--- src/rtl/m_stage.sv ---
`default_nettype none
// ============================================================================
//  Module   : m_stage
//  Purpose  : RV32I memory-access stage. Performs loads/stores over a req/ack
//             data-memory port with misalignment and timeout detection.
//  Revision : 1.0  initial release
// ============================================================================
module m_stage #(
    parameter int MEM_TIMEOUT = 16
) (
    input  logic        clock,
    input  logic        reset,
    input  logic        m_valid,
    output logic        m_ready,
    input  logic [31:0] m_pc,
    input  logic [31:0] m_alu_result,
    input  logic [31:0] m_store_data,
    input  logic        m_mem_read,
    input  logic        m_mem_write,
    input  logic [2:0]  m_funct3,
    input  logic [4:0]  m_rd,
    input  logic        m_reg_write,
    output logic        dmem_req,
    output logic        dmem_we,
    output logic [31:0] dmem_addr,
    output logic [31:0] dmem_wdata,
    output logic [3:0]  dmem_be,
    input  logic        dmem_ack,
    input  logic [31:0] dmem_rdata,
    output logic        w_valid,
    output logic [31:0] w_pc,
    output logic [31:0] w_result,
    output logic [4:0]  w_rd,
    output logic        w_reg_write,
    output logic        m_misaligned,
    output logic        m_bus_err
);

    localparam int               c_CNT_W    = $clog2(MEM_TIMEOUT + 1);
    localparam logic [c_CNT_W-1:0] c_CNT_LAST = c_CNT_W'(MEM_TIMEOUT - 1);
    localparam logic [1:0]       c_SZ_B     = 2'd0;
    localparam logic [1:0]       c_SZ_H     = 2'd1;
    localparam logic [1:0]       c_SZ_W     = 2'd2;

    typedef enum logic [0:0] {
        S_IDLE   = 1'b0,
        S_ACCESS = 1'b1
    } state_t;

    state_t             r_state;
    state_t             w_state_next;
    logic [c_CNT_W-1:0] r_cnt;
    logic [31:0]        r_pc;
    logic [31:0]        r_alu;
    logic [4:0]         r_rd;
    logic               r_reg_write;
    logic [2:0]         r_funct3;

    logic        w_is_mem;
    logic        w_accept;
    logic        w_misal;
    logic        w_timeout;
    logic [1:0]  w_size;
    logic [3:0]  w_be;
    logic [31:0] w_wdata;
    logic [7:0]  w_ld_byte;
    logic [15:0] w_ld_half;
    logic [31:0] w_ld_data;

    assign m_ready   = (r_state == S_IDLE);
    assign dmem_req  = (r_state == S_ACCESS);
    assign w_is_mem  = m_mem_read | m_mem_write;
    assign w_accept  = m_valid & m_ready;
    assign w_timeout = (r_cnt == c_CNT_LAST);

    // Access size and lane placement from the incoming instruction
    always_comb begin
        w_size  = c_SZ_W;
        w_be    = 4'b1111;
        w_wdata = m_store_data;
        case (m_funct3)
            3'b000, 3'b100: w_size = c_SZ_B;
            3'b001, 3'b101: w_size = c_SZ_H;
            default:        w_size = c_SZ_W;
        endcase
        case (w_size)
            c_SZ_B: begin
                w_be    = 4'b0001 << m_alu_result[1:0];
                w_wdata = {4{m_store_data[7:0]}};
            end
            c_SZ_H: begin
                w_be    = 4'b0011 << {m_alu_result[1], 1'b0};
                w_wdata = {2{m_store_data[15:0]}};
            end
            default: begin
                w_be    = 4'b1111;
                w_wdata = m_store_data;
            end
        endcase
    end

    assign w_misal = ((w_size == c_SZ_H) && m_alu_result[0]) ||
                     ((w_size == c_SZ_W) && (m_alu_result[1:0] != 2'b00));

    // Load formatting uses the captured address and funct3
    always_comb begin
        w_ld_byte = dmem_rdata[7:0];
        case (r_alu[1:0])
            2'd0:    w_ld_byte = dmem_rdata[7:0];
            2'd1:    w_ld_byte = dmem_rdata[15:8];
            2'd2:    w_ld_byte = dmem_rdata[23:16];
            default: w_ld_byte = dmem_rdata[31:24];
        endcase
        w_ld_half = r_alu[1] ? dmem_rdata[31:16] : dmem_rdata[15:0];
        case (r_funct3)
            3'b000:  w_ld_data = {{24{w_ld_byte[7]}}, w_ld_byte};
            3'b100:  w_ld_data = {24'd0, w_ld_byte};
            3'b001:  w_ld_data = {{16{w_ld_half[15]}}, w_ld_half};
            3'b101:  w_ld_data = {16'd0, w_ld_half};
            default: w_ld_data = dmem_rdata;
        endcase
    end

    always_ff @(posedge clock or negedge reset) begin
        if (!reset) r_state <= S_IDLE;
        else        r_state <= w_state_next;
    end

    always_comb begin
        w_state_next = r_state;
        case (r_state)
            S_IDLE:   if (w_accept && w_is_mem && !w_misal) w_state_next = S_ACCESS;
            S_ACCESS: if (dmem_ack || w_timeout)            w_state_next = S_IDLE;
            default:  w_state_next = S_IDLE;
        endcase
    end

    always_ff @(posedge clock or negedge reset) begin
        if (!reset) begin
            r_cnt        <= '0;
            r_pc         <= '0;
            r_alu        <= '0;
            r_rd         <= '0;
            r_reg_write  <= 1'b0;
            r_funct3     <= '0;
            dmem_we      <= 1'b0;
            dmem_addr    <= '0;
            dmem_wdata   <= '0;
            dmem_be      <= '0;
            w_valid      <= 1'b0;
            w_pc         <= '0;
            w_result     <= '0;
            w_rd         <= '0;
            w_reg_write  <= 1'b0;
            m_misaligned <= 1'b0;
            m_bus_err    <= 1'b0;
        end else begin
            w_valid      <= 1'b0;
            m_misaligned <= 1'b0;
            m_bus_err    <= 1'b0;
            case (r_state)
                S_IDLE: begin
                    if (w_accept) begin
                        if (!w_is_mem || w_misal) begin
                            w_valid      <= 1'b1;
                            w_pc         <= m_pc;
                            w_result     <= m_alu_result;
                            w_rd         <= m_rd;
                            w_reg_write  <= m_reg_write & ~w_is_mem;
                            m_misaligned <= w_is_mem;
                        end else begin
                            r_cnt       <= '0;
                            r_pc        <= m_pc;
                            r_alu       <= m_alu_result;
                            r_rd        <= m_rd;
                            r_reg_write <= m_reg_write;
                            r_funct3    <= m_funct3;
                            dmem_we     <= m_mem_write;
                            dmem_addr   <= {m_alu_result[31:2], 2'b00};
                            dmem_wdata  <= w_wdata;
                            dmem_be     <= w_be;
                        end
                    end
                end
                S_ACCESS: begin
                    if (dmem_ack) begin
                        w_valid     <= 1'b1;
                        w_pc        <= r_pc;
                        w_result    <= dmem_we ? r_alu : w_ld_data;
                        w_rd        <= r_rd;
                        w_reg_write <= r_reg_write;
                    end else if (w_timeout) begin
                        w_valid     <= 1'b1;
                        w_pc        <= r_pc;
                        w_result    <= r_alu;
                        w_rd        <= r_rd;
                        w_reg_write <= 1'b0;
                        m_bus_err   <= 1'b1;
                    end else begin
                        r_cnt <= r_cnt + c_CNT_W'(1);
                    end
                end
                default: ;
            endcase
        end
    end

endmodule
`default_nettype wire

--- config.mk ---
export PLATFORM = sky130hd
export DESIGN_NAME = m_stage
export DESIGN_NICKNAME = d
export VERILOG_FILES = /design/src/rtl/m_stage.sv
export SDC_FILE = /design/constraint.sdc
export NUM_CORES = 1
export LEC_CHECK = 0
export CORE_MARGIN = 3
export CORE_UTILIZATION = 48
export DETAILED_ROUTE_END_ITERATION = 7
export MAX_ROUTING_LAYER = met4
export PLACE_DENSITY = 0.91
export SLEW_MARGIN = 20
export SYNTH_ARGS = -nofsm -noshare
export SYNTH_HDL_FRONTEND = slang
export SYNTH_SLANG_ARGS = --single-unit
--- constraint.sdc ---
create_clock -name clock -period 2.6 [get_ports clock]
set_input_delay 0.52 -clock clock [delete_from_list [all_inputs] [get_ports clock]]
set_output_delay 0.52 -clock clock [all_outputs]
set_load 0.03 [all_outputs]
* After elaboration in Yosys (flattened, before gate mapping)
Cells that the tools add are included.
** Storage, ports and cells
- Register bits :: 219
- Input port bits :: 143
- Word-level logic and storage cells :: 108
** Cells by class
- Add/subtract/negate cells :: 1
- Equality and inequality tests :: 17
- Shift operators :: 2
- Multiplexer cells :: 45
- Bitwise logic cells :: 6
- Reduce and logical (&&, ||, !) cells :: 19
** Operator list (count)
- two-way mux 32 bit :: 9
- one-hot mux 32 bit (2 select lines) :: 3
- one-hot mux 32 bit (4 select lines) :: 1
- two-way mux 5 bit :: 8
- one-hot mux 8 bit (3 select lines) :: 1
- one-hot mux 5 bit (2 select lines) :: 2
- two-way mux 16 bit :: 1
- two-way mux 1 bit :: 15
- == test 3 bit, second input constant :: 4
- one-hot mux 4 bit (2 select lines) :: 1
- == test 3 x 1 -> 1 bit, second input constant :: 2
- logical NOT 3 bit :: 2
- != test 2 bit, second input constant :: 3
- one-hot mux 1 bit (2 select lines) :: 3
- AND reduction 3 bit :: 2
- adder 5 x 1 -> 5 bit, second input constant :: 1
- == test 5 x 4 -> 1 bit, second input constant :: 1
- == test 2 x 1 -> 1 bit, second input constant :: 2
- == test 2 bit, second input constant :: 2
- logical AND 1 bit :: 4
- logical NOT 2 bit :: 2
- != test 2 x 1 -> 1 bit, second input constant :: 2
- one-hot mux 2 bit (2 select lines) :: 1
- AND reduction 4 bit :: 1
- 10 further kinds :: 17

* Depth between registers and ports, before layout
Gate-level depths: netlist (run 1).
- Depth after elaboration :: 10
- Depth in mapped cells :: 9

* Least setup slack after synthesis (run 1)
No wires, ideal clock.
- Path type :: register to register
- From :: register r_cnt[0]
- To :: register w_result[23]
- Setup time :: 0.126 ns
- Data arrival time :: 1.967 ns
- Path slack :: 0.507 ns
- Stages on the path, launching flop included :: 10
- Clock period less this slack :: 2.093 ns
- Cell sequence :: dfrtp_1 ha_1 and3_1 ha_1 or3_1 buf_2 o21ai_4 inv_4 buf_6 o32a_1
** On the way
- Longest elaborated chain between the ends :: 3
** RTL lines
- start: declaration :: line 52 : logic [c_CNT_W-1:0] r_cnt;
- start signal: assignment :: line 200 : r_cnt <= r_cnt + c_CNT_W'(1);
- == test 5 x 4 -> 1 bit :: line 74 : assign w_timeout = (r_cnt == c_CNT_LAST);
- != test 3 x 2 -> 1 bit (no line)
- AND reduction 3 bit (no line)
- end signal: assignment :: line 167 : w_result <= m_alu_result;
- end signal: assignment :: line 189 : w_result <= dmem_we ? r_alu : w_ld_data;
- end signal: assignment :: line 195 : w_result <= r_alu;
- end: declaration :: line 32 : output logic [31:0] w_result,
Every way passes these cells.
A chain may end at the register's enable or synchronous reset.

* Worst setup path in the final report (run 1)
- From :: register r_state (netlist: dmem_req)
- To :: output port m_ready
** On the way
- Longest elaborated chain between the ends :: 1
** RTL lines
- start: declaration :: line 50 : state_t r_state;
- start signal: assignment :: line 126 : else r_state <= w_state_next;
- NOT 1 bit (no line)
- end: declaration :: line 14 : output logic m_ready,
Every way passes these cells.

==> results of run 1 <==
through the flow:
stage | cell area (um^2) | TNS (ns) | power (W)
after global placement | 12330 | -0.05970 | 0.008986
after floorplan | 9380 | 0 | 0.007200
final | 12900 | 0 | 0.01163
after global routing | 12900 | 0 | 0.01217
after detailed placement | 12330 | -0.3114 | 0.009132
after CTS | 12900 | 0 | 0.01169
layout make-up:
class / instances / area [um^2]
fill: 1392 / 6053
sequential: 189 / 4733
tap: 260 / 325.3
multi-input combinational: 572 / 4073
clock inverter: 11 / 115.1
inverter: 5 / 21.27
clock buffer: 19 / 452.9
timing repair buffer: 317 / 3182
cell usage after synthesis, drive strengths merged, types with 15 or more instances:
cell type,n
buf,74
mux2,83
dfrtp,189
clkbuf,22
nor2,30
a21o,15
a21oi,34
o32a,15
o21ai,98
mux2i,72
nand2,101
a211oi,25
cell usage in the layout (no fill, tap or decap), types with 3 or more instances in the layout:
cell | Yosys | routed
a22o_1 | 11 | 11
o22ai_1 | 8 | 8
a31oi_1 | 6 | 6
a22oi_1 | 6 | 6
dfrtp_1 | 189 | 188
nand2b_1 | 11 | 11
mux2i_1 | 72 | 72
a21oi_1 | 34 | 34
nand3_1 | 6 | 6
or3_1 | 3 | 3
buf_4 | 35 | 26
clkinv_4 | 0 | 4
buf_12 | 0 | 7
a211oi_1 | 25 | 25
a21o_1 | 15 | 15
mux2_2 | 82 | 82
clkdlybuf4s50_1 | 0 | 283
nand2_1 | 101 | 101
o21ai_0 | 95 | 95
clkbuf_16 | 0 | 17
a221o_1 | 7 | 7
o211ai_1 | 3 | 3
o32a_1 | 15 | 15
nor2b_1 | 7 | 7
nor2_1 | 29 | 29
clkbuf_8 | 0 | 3
inv_1 | 3 | 3
worst paths after layout:
kind,startpoint,slack [ns],cells past startpoint,endpoint
setup / recovery,dmem_req,0.15,2,m_ready
hold reg to reg,dmem_wdata[23],0.48,2,dmem_wdata[23]
max in group asynchronous,reset,1.77,2,w_rd[4]
hold / removal,reset,0.08,1,w_pc[3]
setup reg to reg,r_cnt[0],0.20,7,w_pc[11]
min in group clock,dmem_wdata[23],0.48,2,dmem_wdata[23]
routing by layer:
layer	vias up	GRT usage, %
met4	0	9.022
met5	-	-
li1	3554	-
met2	394	41.43
met3	57	4.921
met1	3804	33.35
kinds of logic after synthesis:
kind of cell | synth area share (%)
flip-flops | 50.44
adder cells (fa/ha/maj) | 0.2668
AND/OR/NAND/NOR | 8.353
XOR/XNOR | 0.09343
AO/OA/AOI/OAI | 16.93
multiplexers | 17.65
buffers and inverters | 6.218
other | 0.03999
registers in the layout, indices dropped and copies added, names as in the netlist:
register and cells:
r_pc 32, dmem_we 1, r_cnt 5, m_misaligned 1, m_bus_err 1, dmem_req 1, w_reg_write 1, dmem_wdata 32
w_rd 5, w_pc 32, r_rd 5, r_reg_write 1, dmem_be 4, r_alu 32, w_valid 1, r_funct3 3
w_result 32
power groups by stage:
stage / logic [W] / clock network [W] / registers [W]
after floorplan: 0.00203 / 0 / 0.00517
after global placement: 0.00465 / 0 / 0.00433
after detailed placement: 0.00475 / 0 / 0.00438
after CTS: 0.00477 / 0.00258 / 0.00433
after global routing: 0.00503 / 0.00270 / 0.00444
final: 0.00476 / 0.00253 / 0.00434
==> impl_metrics.env, run 1 <==
export IMPL_status="finished clean"
export IMPL_synth_cells=861
export IMPL_ctsHoldBuffers=0
export IMPL_synth_area_top_cells="dfrtp_1, mux2_2, mux2i_1"
export IMPL_yosysTopAreaCell="dfrtp_1"
export IMPL_ctsResizeCount=0
export IMPL_hold_path_class="in -> async"
export IMPL_antenna_found_initial=0
export IMPL_rows=50
export IMPL_grtUsageTotal_pct=25.94
export IMPL_crit_required_ns=2.08
export IMPL_die_h_um=145.8
export IMPL_yosysUniqueCellTypes=57
export IMPL_overflow=0
export IMPL_die_w_um=145.8
export IMPL_highest_layer="met4"
export IMPL_min_period_over_period_pct=94.30
export IMPL_clock_power_share_pct=21.7
export IMPL_globalplace_congestion=0.9379
export IMPL_fmax_mhz=407.9
export IMPL_cts_path_max_buffers=2
export IMPL_die_area_um2=21250
export IMPL_post_cts_buffers=0
export IMPL_yosys_area_top_type_share_pct=50.44
export IMPL_numPortBuffers=284
export IMPL_ys_flop_type="dfrtp_1"
export IMPL_wl_per_cell_um=19.77
export IMPL_critPathBufInv=2
export IMPL_vias=7809
export IMPL_crit_path_top_delay_cell="clkdlybuf4s50_1"
export IMPL_drtIter0Drc=645
export IMPL_routed_wl_mm=27.15
export IMPL_slowest_delay_ns=0.76
export IMPL_whs_ns=0.07543
export IMPL_tightest_slew_ns=1.087
export IMPL_cts_root_buf="clkbuf_16"
export IMPL_syn2layout_area_growth_pct=37.60
export IMPL_clk_pin_slew_ns=0.07
export IMPL_peakVddDrop_v=0.0005397
export IMPL_pwr_density_cell_nw_per_um2=901.1
export IMPL_cts_sinks=189
export IMPL_synth_warning_count=0
export IMPL_setup_slack_ns=0.1482
export IMPL_finalMaxSlewViolations=0
export IMPL_grt_pass1_vias=7893
export IMPL_instances_no_fill=1373
export IMPL_p_comb_share_pct=40.9
export IMPL_critical_path_max_fanout=20
export IMPL_cts_tree="yes"
export IMPL_syn_area_um2=9376
export IMPL_final_nets=1247
export IMPL_ys_seq_area_share_pct=50.44
export IMPL_htree_levels=4
export IMPL_synth_ff_latch_count=189
export IMPL_num_antenna_cells=0
export IMPL_dr_wl_met3_mm=2.040
export IMPL_dr_pass1_iters=7
export IMPL_path_class="reg -> out"
export IMPL_asyncSetResetFlopFracSynth_pct=100.0
export IMPL_p_int_w=0.007244
export IMPL_relSlewSlack_pct=27.03
export IMPL_path_cells="inv_2, clkdlybuf4s50_1"
export IMPL_drive_above_1_share_pct=14.47
export IMPL_pin_count=287
export IMPL_arrival_ns=1.93
export IMPL_cp_start_kind="flop"
export IMPL_min_period_ns=2.452
export IMPL_power_leakage_nw=5.437
export IMPL_power_switching_w=0.004382
export IMPL_synth_edf_count=0
export IMPL_rsz0062_at_grt="no"
export IMPL_drtAntennaViolNets=0
export IMPL_finish_utilization_pct=68.07
export IMPL_routed_wl_met2_mm=13.07
export IMPL_clock_skew_ns=0.01094
export IMPL_initial_utilization_pct=49.47
export IMPL_grt_pass1_wl_mm=43.36
export IMPL_vias_per_cell=5.688
export IMPL_wl_met1_mm=11.20
export IMPL_power_share_switching_pct=37.69
export IMPL_setup_viol=0
export IMPL_design_core_area_um2=18960
export IMPL_cp_end_kind="primary output"
export IMPL_hold_viol_final=0
export IMPL_place_ws_ns=-0.09075
export IMPL_syn_area_per_cell_um2=10.89
export IMPL_clk_latency_ns=0.42
export IMPL_drv_cap=0
export IMPL_drc=0
export IMPL_crit_family="buffers and inverters"
export IMPL_cts_buffers_inserted=17
export IMPL_seqPwrFrac_pct=37.4
export IMPL_dp_hpwl_mm=19.88
export IMPL_dp_cells=1343
export IMPL_grt_max_degree=64
Note: power is estimated with default switching activity, not from simulation.
==> run 2: changes to the inputs <==
Settings changed: CORE_MARGIN 3 to 2, PLACE_DENSITY 0.91 to 0.93.
==> run 2 against run 1 <==
Compared with the run above: count of clock-buffer cells in the layout unchanged; final cell count rose by 0.58%; power rose by 1.9%; die area down 2.7%; global-route usage increased by 0.39 points; worst setup slack got worse by 0.10 ns; highest routed layer unchanged.
==> impl_metrics.env, run 2 (same netlist as run 1, synthesis figures left out) <==
export IMPL_clock_skew_ns=0.01148
export IMPL_cts_path_max_buffers=2
export IMPL_antenna_found_initial=2
export IMPL_setup_viol=0
export IMPL_pwr_density_cell_nw_per_um2=913.2
export IMPL_rsz0062_at_grt="no"
export IMPL_grtUsageTotal_pct=26.33
export IMPL_die_h_um=143.8
export IMPL_place_ws_ns=-0.1763
export IMPL_drc=0
export IMPL_rows=51
export IMPL_grtUsageMet3_pct=5.798
export IMPL_peakVddDrop_v=0.0005142
export IMPL_status="finished clean"
export IMPL_cts_tree="yes"
export IMPL_grt_busiest_layer="met2"
export IMPL_ctsHoldBuffers=0
export IMPL_grt_pass1_vias=7670
export IMPL_fmax_mhz=391.6
export IMPL_design_core_area_um2=19330
export IMPL_vias_per_cell=5.582
export IMPL_min_period_over_period_pct=98.21
export IMPL_cts_root_buf="clkbuf_16"
export IMPL_layout_commonest_cell="clkdlybuf4s50_1"
export IMPL_drtAntennaViolNets=0
export IMPL_min_period_ns=2.554
export IMPL_die_w_um=143.8
export IMPL_cp_start_kind="flop"
export IMPL_dr_pass1_iters=8
export IMPL_gr_usage_met1_pct=33.42
export IMPL_grt_max_degree=81
export IMPL_routed_wl_mm=26.60
export IMPL_clk_pin_slew_ns=0.07
export IMPL_wl_per_cell_um=19.26
export IMPL_fillers=1463
export IMPL_relSlewSlack_pct=41.44
export IMPL_setup_slack_ns=0.04646
export IMPL_htree_levels=4
export IMPL_final_nets=1245
export IMPL_cp_end_kind="primary output"
export IMPL_path_class="reg -> out"
export IMPL_hold_path_class="in -> async"
export IMPL_overflow=0
export IMPL_hold_viol_final=0
export IMPL_syn2layout_area_growth_pct=38.36
export IMPL_vias=7709
export IMPL_pin_count=287
export IMPL_drtIter0Drc=592
export IMPL_critical_path_max_fanout=70
export IMPL_timing_rr_start="r_cnt[0]"
export IMPL_met2_usage_pct=41.70
export IMPL_tightest_slew_ns=0.8752
export IMPL_cts_buffers_inserted=17
export IMPL_numPortBuffers=284
export IMPL_crit_required_ns=2.08
export IMPL_power_leakage_nw=5.455
export IMPL_grt_pass1_wl_mm=41.08
export IMPL_timing_rr_end="w_rd[1]"
export IMPL_globalplace_congestion=0.8803
export IMPL_clk_latency_ns=0.42
export IMPL_finalMaxSlewViolations=0
export IMPL_total_power_w=0.01185
export IMPL_arrival_ns=2.03
export IMPL_drive_above_1_share_pct=14.47
export IMPL_initial_utilization_pct=48.50
export IMPL_drv_cap=0
export IMPL_dp_hpwl_mm=19.09
export IMPL_post_cts_buffers=0
export IMPL_cts_sinks=189
export IMPL_layout_common_cells="clkdlybuf4s50_1, dfrtp_1, nand2_1"
export IMPL_whs_ns=0.1175
export IMPL_ctsResizeCount=0
export IMPL_die_area_um2=20670
export IMPL_r2r_slack_ns=0.23
export IMPL_worstRegToRegCells=9
[run 2: worst max-delay path by stage]
stage,start,end,slack (ns),depth (start not counted)
final,dmem_req,dmem_req,0.05,2
after global routing,dmem_req,dmem_req,0.001,2
after CTS,dmem_req,dmem_req,0.07,2
after detailed placement,m_funct3[1],w_result[2],-0.18,6
after global placement,m_funct3[1],w_result[3],-0.04,6
after floorplan,r_cnt[0],w_result[23],0.51,9
[run 2: power by group]
group,internal (W),leakage [nW],total (W),switching (W)
combinational,0.00212,2.87,0.00475,0.00264
sequential,0.00376,2.28,0.00434,0.000578
clock,0.00157,0.300,0.00276,0.00119
[run 2: cell type report]
class	count	area (um^2)	share of cell area (%)
antenna	3	7.507	0.05786
tap	265	331.6	2.556
timing repair buffer	315	3179	24.51
inverter	5	21.27	0.1640
multi-input combinational	572	4076	31.42
clock buffer	19	442.9	3.414
sequential	189	4733	36.48
clock inverter	13	181.4	1.398
[run 2: per-layer routing]
| layer | vias to the layer above | part of all wire [%] |
|---|---|---|
| met4 | 0 | 2.8 |
| met3 | 62 | 7.3 |
| met2 | 328 | 48 |
| met5 | - | 0 |
| li1 | 3553 | - |
| met1 | 3766 | 42 |
[run 2: metrics by stage]
step	cell area, um^2	utilization [%]	TNS [ns]	instances
final	12970	67.10	0	1381
after floorplan	9380	-	0	862
after global routing	12970	67.09	0	1380
after detailed placement	12340	63.83	-0.7542	1346
after global placement	12340	63.81	-0.1253	1346
after CTS	12970	67.06	0	1378
[run 2: worst max-delay path, stage by stage (launching register included)]
cell	delay (ns)
dfrtp_4	0.43
buf_12	0.35
clkdlybuf4s50_1	0.76
